`src/rtl/m_cp0.sv`:
```
// m_cp0: M-stage coprocessor 0 (SR/Cause/EPC, exceptions, interrupts, eret).
// Optional PRId register at address 15 is enabled by defining CP0_PRID_EN.
module m_cp0 #(
  parameter logic [31:0] PRID_VALUE = 32'h2025_0007
) (
  input  logic        clk,
  input  logic        reset,
  input  logic        en,
  input  logic [4:0]  cp0_addr,
  input  logic [31:0] cp0_in,
  output logic [31:0] cp0_out,
  input  logic [31:0] vpc,
  input  logic        bd_in,
  input  logic [4:0]  exc_code_in,
  input  logic [5:0]  hw_int,
  input  logic        exl_clr,
  output logic [31:0] epc_out,
  output logic        req
);
`ifdef CP0_PRID_EN
  localparam logic PRID_EN = 1'b1;
`else
  localparam logic PRID_EN = 1'b0;
`endif
  logic [5:0]  im, ip;
  logic        exl, ie, bd;
  logic [4:0]  exc;
  logic [31:0] epc, sr_w, cause_w;
  logic        int_req, exc_req;
  assign int_req = |(hw_int & im) & ie & ~exl;
  assign exc_req = (exc_code_in != 5'd0) & ~exl;
  assign req     = int_req | exc_req;
  assign sr_w    = {16'h0, im, 8'h0, exl, ie};
  assign cause_w = {bd, 15'h0, ip, 3'h0, exc, 2'h0};
  assign epc_out = epc;
  always_comb
    cp0_out = cp0_addr == 5'd12 ? sr_w :
              cp0_addr == 5'd13 ? cause_w :
              cp0_addr == 5'd14 ? epc :
              cp0_addr == 5'd15 && PRID_EN ? PRID_VALUE : 32'h0;
  // req beats eret beats mtc0; a later eret clear overrides an mtc0 EXL write
  always_ff @(posedge clk or negedge reset)
    if (!reset) begin
      im  <= '0;
      ip  <= '0;
      exl <= 1'b0;
      ie  <= 1'b0;
      bd  <= 1'b0;
      exc <= '0;
      epc <= '0;
    end else begin
      ip <= hw_int;
      if (req) begin
        exl <= 1'b1;
        exc <= int_req ? 5'd0 : exc_code_in;
        bd  <= bd_in;
        epc <= bd_in ? vpc - 32'd4 : vpc;
      end else begin
        if (en && cp0_addr == 5'd12) begin
          im  <= cp0_in[15:10];
          exl <= cp0_in[1];
          ie  <= cp0_in[0];
        end
        if (en && cp0_addr == 5'd14) epc <= cp0_in;
        if (exl_clr) exl <= 1'b0;
      end
    end
endmodule

```
`config.mk`:
```
export PLATFORM = sky130hd
export DESIGN_NAME = m_cp0
export DESIGN_NICKNAME = d
export VERILOG_FILES = /design/src/rtl/m_cp0.sv
export SDC_FILE = /design/constraint.sdc
export NUM_CORES = 1
export LEC_CHECK = 0
export BUFFER_PORTS_ARGS = -buffer_cell sky130_fd_sc_hd__buf_2
export CAP_MARGIN = 20
export CORE_ASPECT_RATIO = 0.8
export CORE_MARGIN = 3
export CORE_UTILIZATION = 50
export CTS_CLUSTER_SIZE = 30
export DETAILED_ROUTE_END_ITERATION = 10
export PLACE_DENSITY = 0.81
export SYNTH_ARGS = -nofsm -noshare
export SYNTH_HDL_FRONTEND = slang
export SYNTH_SLANG_ARGS = --single-unit
```
`constraint.sdc`:
```
create_clock -name clk -period 5.51 [get_ports clk]
set_input_delay 0.8265 -clock clk [delete_from_list [all_inputs] [get_ports clk]]
set_output_delay 0.8265 -clock clk [all_outputs]
set_load 0.01 [all_outputs]
```
==> results of run 1 <==
## worst register-to-register path: stages, from the launching register on
cell and delay (ns):
dfrtp_1 0.41, a22oi_1 0.30, a311oi_2 0.14, buf_4 0.23, nor2_2 0.12, buf_4 0.34, clkinv_1 0.53, a31oi_1 0.33
## cell usage after synthesis, drive strengths merged
| cell type | number | area, µm² |
|---|---|---|
| a21o | 5 | 37.54 |
| a21oi | 7 | 35.03 |
| a22o | 6 | 52.55 |
| a22oi | 3 | 22.52 |
| a311oi | 1 | 15.01 |
| a31oi | 17 | 106.4 |
| a32o | 1 | 10.01 |
| and3 | 18 | 112.6 |
| and3b | 1 | 8.760 |
| and4bb | 1 | 12.51 |
| buf | 5 | 25.02 |
| clkbuf | 22 | 82.58 |
| clkinv | 2 | 7.510 |
| dfrtp | 52 | 1301 |
| ha | 1 | 12.51 |
| inv | 5 | 18.77 |
| mux2 | 12 | 135.1 |
| mux2i | 29 | 290.3 |
| nand2 | 16 | 60.06 |
| nand2b | 1 | 6.260 |
| nand3 | 5 | 25.02 |
| nand3b | 1 | 7.510 |
| nand4 | 19 | 118.9 |
| nand4b | 3 | 26.28 |
| nor2 | 14 | 52.55 |
| nor2b | 1 | 6.260 |
| nor3 | 7 | 40.04 |
| nor3b | 6 | 45.04 |
| nor4 | 3 | 33.78 |
| nor4b | 1 | 23.77 |
| nor4bb | 17 | 170.2 |
| o21ai | 13 | 65.06 |
| o31ai | 27 | 202.7 |
| o41ai | 1 | 8.760 |
| or2 | 1 | 6.260 |
| or3 | 6 | 42.54 |
| or4 | 13 | 103.9 |
| or4b | 1 | 10.01 |
| xnor2 | 4 | 35.03 |
| xor2 | 9 | 78.83 |
## cell type report
type / instances / area (µm²) / area share
multi-input cells: 271 / 2024 / 0.4624
flip-flops and latches: 52 / 1301 / 0.2972
inverters: 7 / 26.28 / 0.006002
repair buffers: 157 / 813.3 / 0.1858
well taps: 84 / 105.1 / 0.02401
clock buffers: 6 / 72.57 / 0.01658
clock inverters: 2 / 35.03 / 0.008002
## where the power goes
part | leakage [nW] | internal [mW] | switching [mW]
sequential | 0.610 | 0.543 | 0.139
combinational | 1.49 | 0.321 | 0.374
clock | 0.0552 | 0.135 | 0.127
total | 2.16 | 0.999 | 0.640
## per-stage QoR
step                worst slack (ns)  utilization  instance area, µm²  hold slack [ns]  std cells
finish                         1.720       0.6695                4378           0.4813        579
global route                   1.515       0.6695                4378           0.5182        579
CTS                            1.809       0.6672                4363           0.4874        578
detailed placement             1.819       0.6508                4255           0.4707        570
global placement               1.804       0.6508                4255           0.4678        570
floorplan                      2.650            -                3455           0.4506        357
## layer usage
layer | up-vias | GRT usage | share of wire
met4 | 0 | 0.06139 | 0.016
met1 | 1754 | 0.3585 | 0.41
met5 | - | 0 | 0
li1 | 1673 | - | -
met3 | 18 | 0.05903 | 0.088
met2 | 181 | 0.4491 | 0.48
## sequential cells by signal, summed over array words and instances (netlist names)
signal,flops
ip,6
exc,5
ie,1
bd,1
epc_out,32
im,6
exl,1
## layout by cell type (no fill, tap or decap), types with 6 or more instances in the layout
| cell | n |
|---|---|
| buf_2 | 149 |
| dfrtp_1 | 52 |
| mux2i_1 | 29 |
| o31ai_1 | 27 |
| nand4_1 | 19 |
| and3_1 | 18 |
| nor4bb_1 | 17 |
| a31oi_1 | 17 |
| nand2_1 | 16 |
| nor2_1 | 13 |
| o21ai_0 | 13 |
| mux2_2 | 12 |
| or4_1 | 10 |
| xor2_1 | 9 |
| a21oi_1 | 7 |
| buf_4 | 7 |
| nor3_1 | 6 |
| a22o_1 | 6 |
| nor3b_1 | 6 |
## worst max-delay path by stage
stage	from	to	slack [ns]	cells past startpoint
finish	cp0_addr[4]	cp0_out[11]	1.72	6
global route	cp0_addr[4]	cp0_out[11]	1.51	6
CTS	cp0_addr[4]	cp0_out[10]	1.81	6
detailed placement	cp0_addr[4]	cp0_out[10]	1.82	6
global placement	cp0_addr[4]	cp0_out[15]	1.80	6
floorplan	hw_int[3]	req	2.65	5
## kinds of logic (layout without fill, tap and decap cells)
logic type / count (synthesis) / after routing / share of synthesized area
AOI/OAI and AO/OA: 81 / 81 / 0.1608
xor gates and xnor gates: 13 / 13 / 0.03296
adders and majority gates: 1 / 1 / 0.003621
buffers and inverters: 34 / 172 / 0.03875
DFF: 52 / 52 / 0.3767
muxes: 41 / 41 / 0.1231
and+or+nand+nor: 135 / 135 / 0.2640
==> results.cfg, run 1 <==
[status]
status = finished clean

[critical_path]
cp_top_family = simple AND/OR/NAND/NOR gates
r2r_cells = 7
required_ns = 4.68
critPathCaptureType = output pin
worstPathCellList = buf_2 -> nand3b_1 -> nor2_1 -> nand2_1 -> a21oi_1 -> buf_2
reg2reg_to = epc_out[31]
crit_top_cell = buf_2
critPathMaxFanout = 18
crit_arrival_ns = 2.96
r2r-start = im[3]
cp-start-kind = input pin
ff2ff_setup_slack_ns = 3.00
crit_buf_inv = 2
critPathMaxStageDelay_ns = 0.97
slowest_stage = nor2_1
worstSetupPathType = input pin to output pin

[floorplanning]
dieArea_um2 = 7949
start_util = 0.5283
num_rows = 26
ios = 150
core_area_um2 = 6539
fp.dieW_um = 98.93
fp.dieH_um = 80.35

[timing]
fmax_mhz = 263.9
slew_violations = 0
worst_pin_slew_ns = 0.9610
fin_crit_sh = 0.6878
hold_viol_final = 0
setup_violations = 0
rsz0062_at_grt = false
slew_headroom = 0.3569
finalCriticalPeriod_ns = 3.790
skew_ns = 0.01167
finalSetupTns_ns = 0

[placed_design]
place.gp.congestion = 0.8977
hpwl_um = 7995
io_buffers = 149

[layout]
drive_above_1_share = 0.3798
diodes = 0
area_delta_synth_final_pct = 26.73
fin_nets = 580
n_fill_cell = 555

[cts]
cts_buffers = 5
htree_levels = 2
clk_path_buf_depth = 2
clkSinkCount = 52
cts_tree = done
post_cts_buffers = 0
cts_resized = 0
ctsHoldBuffers = 0
clk_pin_slew_worst_paths_ns = 0.09
clk_latency_ns = 0.31
cts-root-buf = clkbuf_8

[min_path]
min_from = exc[1]
hold_depth = 1
holdPathEnd = exc[1]
hold_path.class = flip-flop to flip-flop

[detailed_routing]
firstDrtPassIters = 5
wl_per_cell_um = 18.82
routed_wl_um = 10890
antenna_left = 0
vias = 3626
vias_per_cell = 6.263
drtIter0Drc = 237
drt_drc_violations_left = 0

[logic_synthesis]
synth_fp_nets = 443
post_synth.cell_area_avg_um2 = 9.677
ys_seq_elements = 52
synth_cell_type_count = 45
synth_warnings = 0
seq_area_frac_synth = 0.3767
synth_cells = 357
syn_area_um2 = 3455

[job]
drv_cap = 0

[global_routing]
antenna_found_initial = 0
grt.total_usage = 0.2689
gr-total-overflow = 0
grt_pass1_vias = 3417
grt_pass1_wl_um = 17120
grt_start_max_net_pins = 53

[power]
power_density_nw_per_um2 = 374.3
power_leakage_nw = 2.157
ir_worst_vdd_uv = 242.6
finalPower_mw = 1.639
Note: power is estimated with default switching activity, not from simulation.
==> run 2, diff against run 1 <==
--- a/config.mk
+++ b/config.mk
@@ -5,14 +5,15 @@
 export SDC_FILE = /design/constraint.sdc
 export NUM_CORES = 1
 export LEC_CHECK = 0
+export ABC_AREA = 1
 export BUFFER_PORTS_ARGS = -buffer_cell sky130_fd_sc_hd__buf_2
 export CAP_MARGIN = 20
 export CORE_ASPECT_RATIO = 0.8
 export CORE_MARGIN = 3
-export CORE_UTILIZATION = 50
+export CORE_UTILIZATION = 49
 export CTS_CLUSTER_SIZE = 30
 export DETAILED_ROUTE_END_ITERATION = 10
-export PLACE_DENSITY = 0.81
+export PLACE_DENSITY = 0.78
 export SYNTH_ARGS = -nofsm -noshare
 export SYNTH_HDL_FRONTEND = slang
 export SYNTH_SLANG_ARGS = --single-unit
==> constraint.sdc (replaced) <==
create_clock -name clk -period 3.8 [get_ports clk]
set_input_delay 0.57 -clock clk [delete_from_list [all_inputs] [get_ports clk]]
set_output_delay 0.57 -clock clk [all_outputs]
set_load 0.01 [all_outputs]
==> results.cfg, run 2 <==
[status]
status = finished clean

[logic_synthesis]
yosysMostFrequentCell = nand2_1
post_synth.cell_area_avg_um2 = 6.310
synth_cells = 583
synth_edf_count = 0
synth_top_area_share = 0.3537
ys_seq_elements = 52
synthArstFlopShare = 1.000
yosys-top-cells-count = nand2_1, inv_1, nor2_1
synth_warnings = 0
synth_fp_nets = 669
synth_top_area_cell = dfrtp_1
synth_cell_type_count = 32
syn_area_um2 = 3679
synth_area_leaders = dfrtp_1, nand2_1, inv_1
seq_area_frac_synth = 0.3537
synth_flop_cell = dfrtp_1

[cts]
clkSinkCount = 52
cts_buffers = 5
cts_resized = 0
htree_levels = 2
ctsHoldBuffers = 0
cts-root-buf = clkbuf_8
post_cts_buffers = 0
clk_latency_ns = 0.32
clk_pin_slew_worst_paths_ns = 0.12
clk_path_buf_depth = 2
cts_tree = done

[layout]
post-route-util = 0.6443
diodes = 0
layout.cells.non_filler = 814
largest_reg_flops = 32
n_fill_cell = 685
area_delta_synth_final_pct = 24.25
stdcell_area_um2 = 4571
drive_above_1_share = 0.2572
fin_nets = 812
final_cell_mix = nand2_1, buf_2, inv_1, nor2_1, dfrtp_1
final_common_cell = nand2_1

[critical_path]
required_ns = 4.03
worstSetupPathType = input pin to flip-flop
reg2reg_to = epc_out[4]
r2r_cells = 9
crit_arrival_ns = 2.95
ff2ff_setup_slack_ns = 1.42
critPathCaptureType = flip-flop
r2r-start = im[1]
critPathMaxFanout = 24
cp-start-kind = input pin

[timing]
setup_violations = 0
rsz0062_at_grt = false
slew_violations = 0
fin_crit_sh = 0.7157
skew_ns = 0.01707
setup_ws_ns = 1.080
finalCriticalPeriod_ns = 2.720
slew_headroom = 0.4566
fmax_mhz = 367.7
worst_pin_slew_ns = 0.8151
finalSetupTns_ns = 0
hold_slack_ns = 0.3218
hold_viol_final = 0

[power]
power_density_nw_per_um2 = 555.1
finalPower_mw = 2.537
power_leakage_nw = 2.616
ir_worst_vdd_uv = 357.4

[floorplanning]
dieArea_um2 = 8589
fp.dieH_um = 83.50
start_util = 0.5185
num_rows = 27
fp.dieW_um = 102.9
core_area_um2 = 7094
ios = 150

[job]
drv_cap = 0

[detailed_routing]
routed_wl_um = 11970
wl_per_cell_um = 14.71
antenna_left = 0
drtIter0Drc = 264
firstDrtPassIters = 5
drt_drc_violations_left = 0
vias_per_cell = 5.181
vias = 4217

[min_path]
hold_path.class = input pin to asynchronous set/reset pin

[global_routing]
antenna_found_initial = 0
grt_pass1_vias = 4025
grt.total_usage = 0.2797
grt_pass1_wl_um = 19310
gr-total-overflow = 0
grt_start_max_net_pins = 35

[placed_design]
io_buffers = 149
hpwl_um = 9276
dp_cells = 806
place_ws_ns = 0.8254
place_area_um2 = 4468
place.gp.congestion = 0.9625
[run 2: changes by cell type after synthesis, moves of 12 or more]
cell,delta
nor4bb_1,-17
mux2i_1,-29
clkbuf_1,-18
nand3_1,+35
and3_1,-18
a31oi_1,-16
o21ai_0,+38
nor2_1,+65
inv_1,+85
mux2_2,-12
nand2_1,+168
o31ai_1,-27
[run 2: report_power, final]
| part | switching (mW) | leakage (nW) | internal (mW) |
|---|---|---|---|
| Combinational | 0.807 | 1.95 | 0.408 |
| Clock | 0.219 | 0.0515 | 0.139 |
| Sequential | 0.166 | 0.614 | 0.797 |
| Total | 1.19 | 2.62 | 1.34 |
[run 2: routing by layer]
metal | wire (µm) | track usage | vias up
met5 | 0 | 0 | -
met3 | 973 | 0.04595 | 15
met4 | 150 | 0.06471 | 0
met1 | 5657 | 0.4123 | 1949
met2 | 5190 | 0.4285 | 176
li1 | - | - | 2077
[run 2: final cells by class]
class,instances,area [µm²],area share
clock buffer,5,68.82,0.01506
clock inverter,3,33.78,0.007391
inverter,96,361.6,0.07911
multi-input combinational,419,1928,0.4218
sequential,52,1301,0.2847
tap,87,108.9,0.02382
timing repair buffer,152,768.2,0.1681
[run 2: cells by family after synthesis]
group / count (synthesis) / share of synthesized area
buffers and inverters: 112 / 0.1221
AND/OR/NAND/NOR: 338 / 0.3959
adder cells (fa/ha/maj): 1 / 0.003401
XOR/XNOR: 13 / 0.03095
flip-flops: 52 / 0.3537
AO/OA/AOI/OAI: 67 / 0.09387
[run 2: worst max-delay path by stage]
stage                 from          end  cells after the start
3_3_place_gp   cp0_addr[3]   epc_out[0]                     11
2_1_floorplan  cp0_addr[1]  cp0_out[31]                      3
3_5_place_dp   cp0_addr[3]  epc_out[10]                     11
6_report       cp0_addr[3]   epc_out[5]                     11
5_1_grt        cp0_addr[3]   epc_out[5]                     11
4_1_cts        cp0_addr[1]  cp0_out[31]                      5
[run 2: critical path, stage by stage]
cell and delay, ns:
buf_2 0.09, nand2_1 0.12, nor2_1 0.06, nand2_1 0.05, buf_4 0.30, inv_2 0.18
nand2_2 0.39, nand3_1 0.43, inv_2 0.50, nand2_1 0.12, o21ai_0 0.11
==> run 3, diff against run 2 <==
--- a/config.mk
+++ b/config.mk
@@ -10,10 +10,10 @@
 export CAP_MARGIN = 20
 export CORE_ASPECT_RATIO = 0.8
 export CORE_MARGIN = 3
-export CORE_UTILIZATION = 49
+export CORE_UTILIZATION = 44
 export CTS_CLUSTER_SIZE = 30
 export DETAILED_ROUTE_END_ITERATION = 10
-export PLACE_DENSITY = 0.78
+export PLACE_DENSITY = 0.74
 export SYNTH_ARGS = -nofsm -noshare
 export SYNTH_HDL_FRONTEND = slang
 export SYNTH_SLANG_ARGS = --single-unit
==> constraint.sdc (replaced) <==
create_clock -name clk -period 2.33 [get_ports clk]
set_input_delay 0.3495 -clock clk [delete_from_list [all_inputs] [get_ports clk]]
set_output_delay 0.3495 -clock clk [all_outputs]
set_load 0.01 [all_outputs]
==> results.cfg, run 3 (synthesis results as in run 2) <==
[layout]
post-route-util = 0.5832
drive_above_1_share = 0.2633
final_common_cell = nand2_1
diodes = 0
n_fill_cell = 833
layout.cells.non_filler = 841
final_cell_mix = nand2_1, buf_2, inv_1, nor2_1, dfrtp_1
fin_nets = 818
stdcell_area_um2 = 4677
area_delta_synth_final_pct = 27.14
largest_reg_flops = 32

[critical_path]
slowest_stage = dfrtp_1
r2r_cells = 10
cp-start-kind = flip-flop
required_ns = 1.98
crit_cells = 7
critPathCaptureType = output pin
r2r-start = im[5]
worstPathCellList = nand2_1 -> nand2_1 -> a21oi_1 -> nand2_1 -> nand3_2 -> nand2_2 -> buf_2
crit_top_cell = nand2_1
worstSetupPathType = flip-flop to output pin
critPathMaxFanout = 12
cp-startpoint = im[5]
crit_buf_inv = 1
cp_top_family = simple AND/OR/NAND/NOR gates
critPathMaxStageDelay_ns = 0.43
crit_arrival_ns = 1.65

[floorplanning]
fp.dieW_um = 108.2
ios = 150
start_util = 0.4587
core_area_um2 = 8019
num_rows = 29
fp.dieH_um = 87.78
dieArea_um2 = 9500

[global_routing]
grt.total_usage = 0.2519
grt_pass1_vias = 3953
grt_pass1_wl_um = 18960
gr-total-overflow = 0
antenna_found_initial = 0
grt_start_max_net_pins = 53

[cts]
clk_pin_slew_worst_paths_ns = 0.11
cts_tree = done
ctsHoldBuffers = 0
clkSinkCount = 52
cts_resized = 0
htree_levels = 2
clk_path_buf_depth = 2
cts_buffers = 5
clk_latency_ns = 0.31
post_cts_buffers = 0
cts-root-buf = clkbuf_8

[detailed_routing]
routed_wl_um = 11780
drt_drc_violations_left = 0
vias_per_cell = 4.980
firstDrtPassIters = 5
vias = 4188
drtIter0Drc = 331
antenna_left = 0
wl_per_cell_um = 14.01

[power]
power_density_nw_per_um2 = 925.1
power_leakage_nw = 2.662
ir_worst_vdd_uv = 440.6
finalPower_mw = 4.326

[placed_design]
dp_cells = 833
place_ws_ns = 0.4155
place.gp.congestion = 0.9845
io_buffers = 149
hpwl_um = 9365
place_area_um2 = 4539

[timing]
finalSetupTns_ns = 0
rsz0062_at_grt = false
slew_headroom = 0.5339
setup_violations = 0
hold_viol_final = 0
slew_violations = 0
skew_ns = 0.01121
fin_crit_sh = 0.8577
setup_ws_ns = 0.3315
worst_pin_slew_ns = 0.6991
fmax_mhz = 500.4
finalCriticalPeriod_ns = 1.999
hold_slack_ns = 0.1523

[job]
drv_cap = 0

[min_path]
hold_path.class = input pin to asynchronous set/reset pin

[status]
status = finished clean
run 3: worst reg2reg max path: stages, from the launching register on:
cell,delay [ns]
dfrtp_1,0.43
nand2_1,0.08
nand2_1,0.05
a21oi_1,0.11
nand2_1,0.11
nand3_2,0.17
nand2_2,0.19
inv_2,0.34
o21ai_0,0.16
nand2_1,0.09
nand2_1,0.05
run 3: power by group:
| group | total (mW) | leakage, nW | internal, mW | switching, mW |
|---|---|---|---|---|
| sequential | 1.57 | 0.614 | 1.30 | 0.270 |
| combinational | 2.00 | 1.98 | 0.714 | 1.28 |
| clock | 0.757 | 0.0687 | 0.433 | 0.324 |
run 3: routing by layer:
layer / routed length (µm) / GRT usage / vias to the layer above / share of wire
met5: 0 / 0 / - / 0
met4: 61 / 0.05046 / 0 / 0.0052
met3: 753 / 0.03021 / 7 / 0.064
met2: 5250 / 0.3956 / 160 / 0.45
met1: 5717 / 0.3765 / 1929 / 0.49
li1: - / - / 2092 / -
run 3: worst paths after layout:
path	endpoint	slack [ns]
max reg2reg	epc_out[28]	0.45
max	req	0.33
min	epc_out[23]	0.15
min in group clk	ip[4]	0.15
max in group asynchronous	epc_out[19]	1.70
min reg2reg	epc_out[20]	0.51
run 3: final cells by class:
type,count,area (µm²),area share
Tap cell,108,135.1,0.02889
Multi-Input combinational cell,419,1928,0.4123
Clock buffer,5,68.82,0.01471
Timing Repair Buffer,158,813.3,0.1739
Inverter,96,361.6,0.07731
Sequential cell,52,1301,0.2782
Clock inverter,3,68.82,0.01471
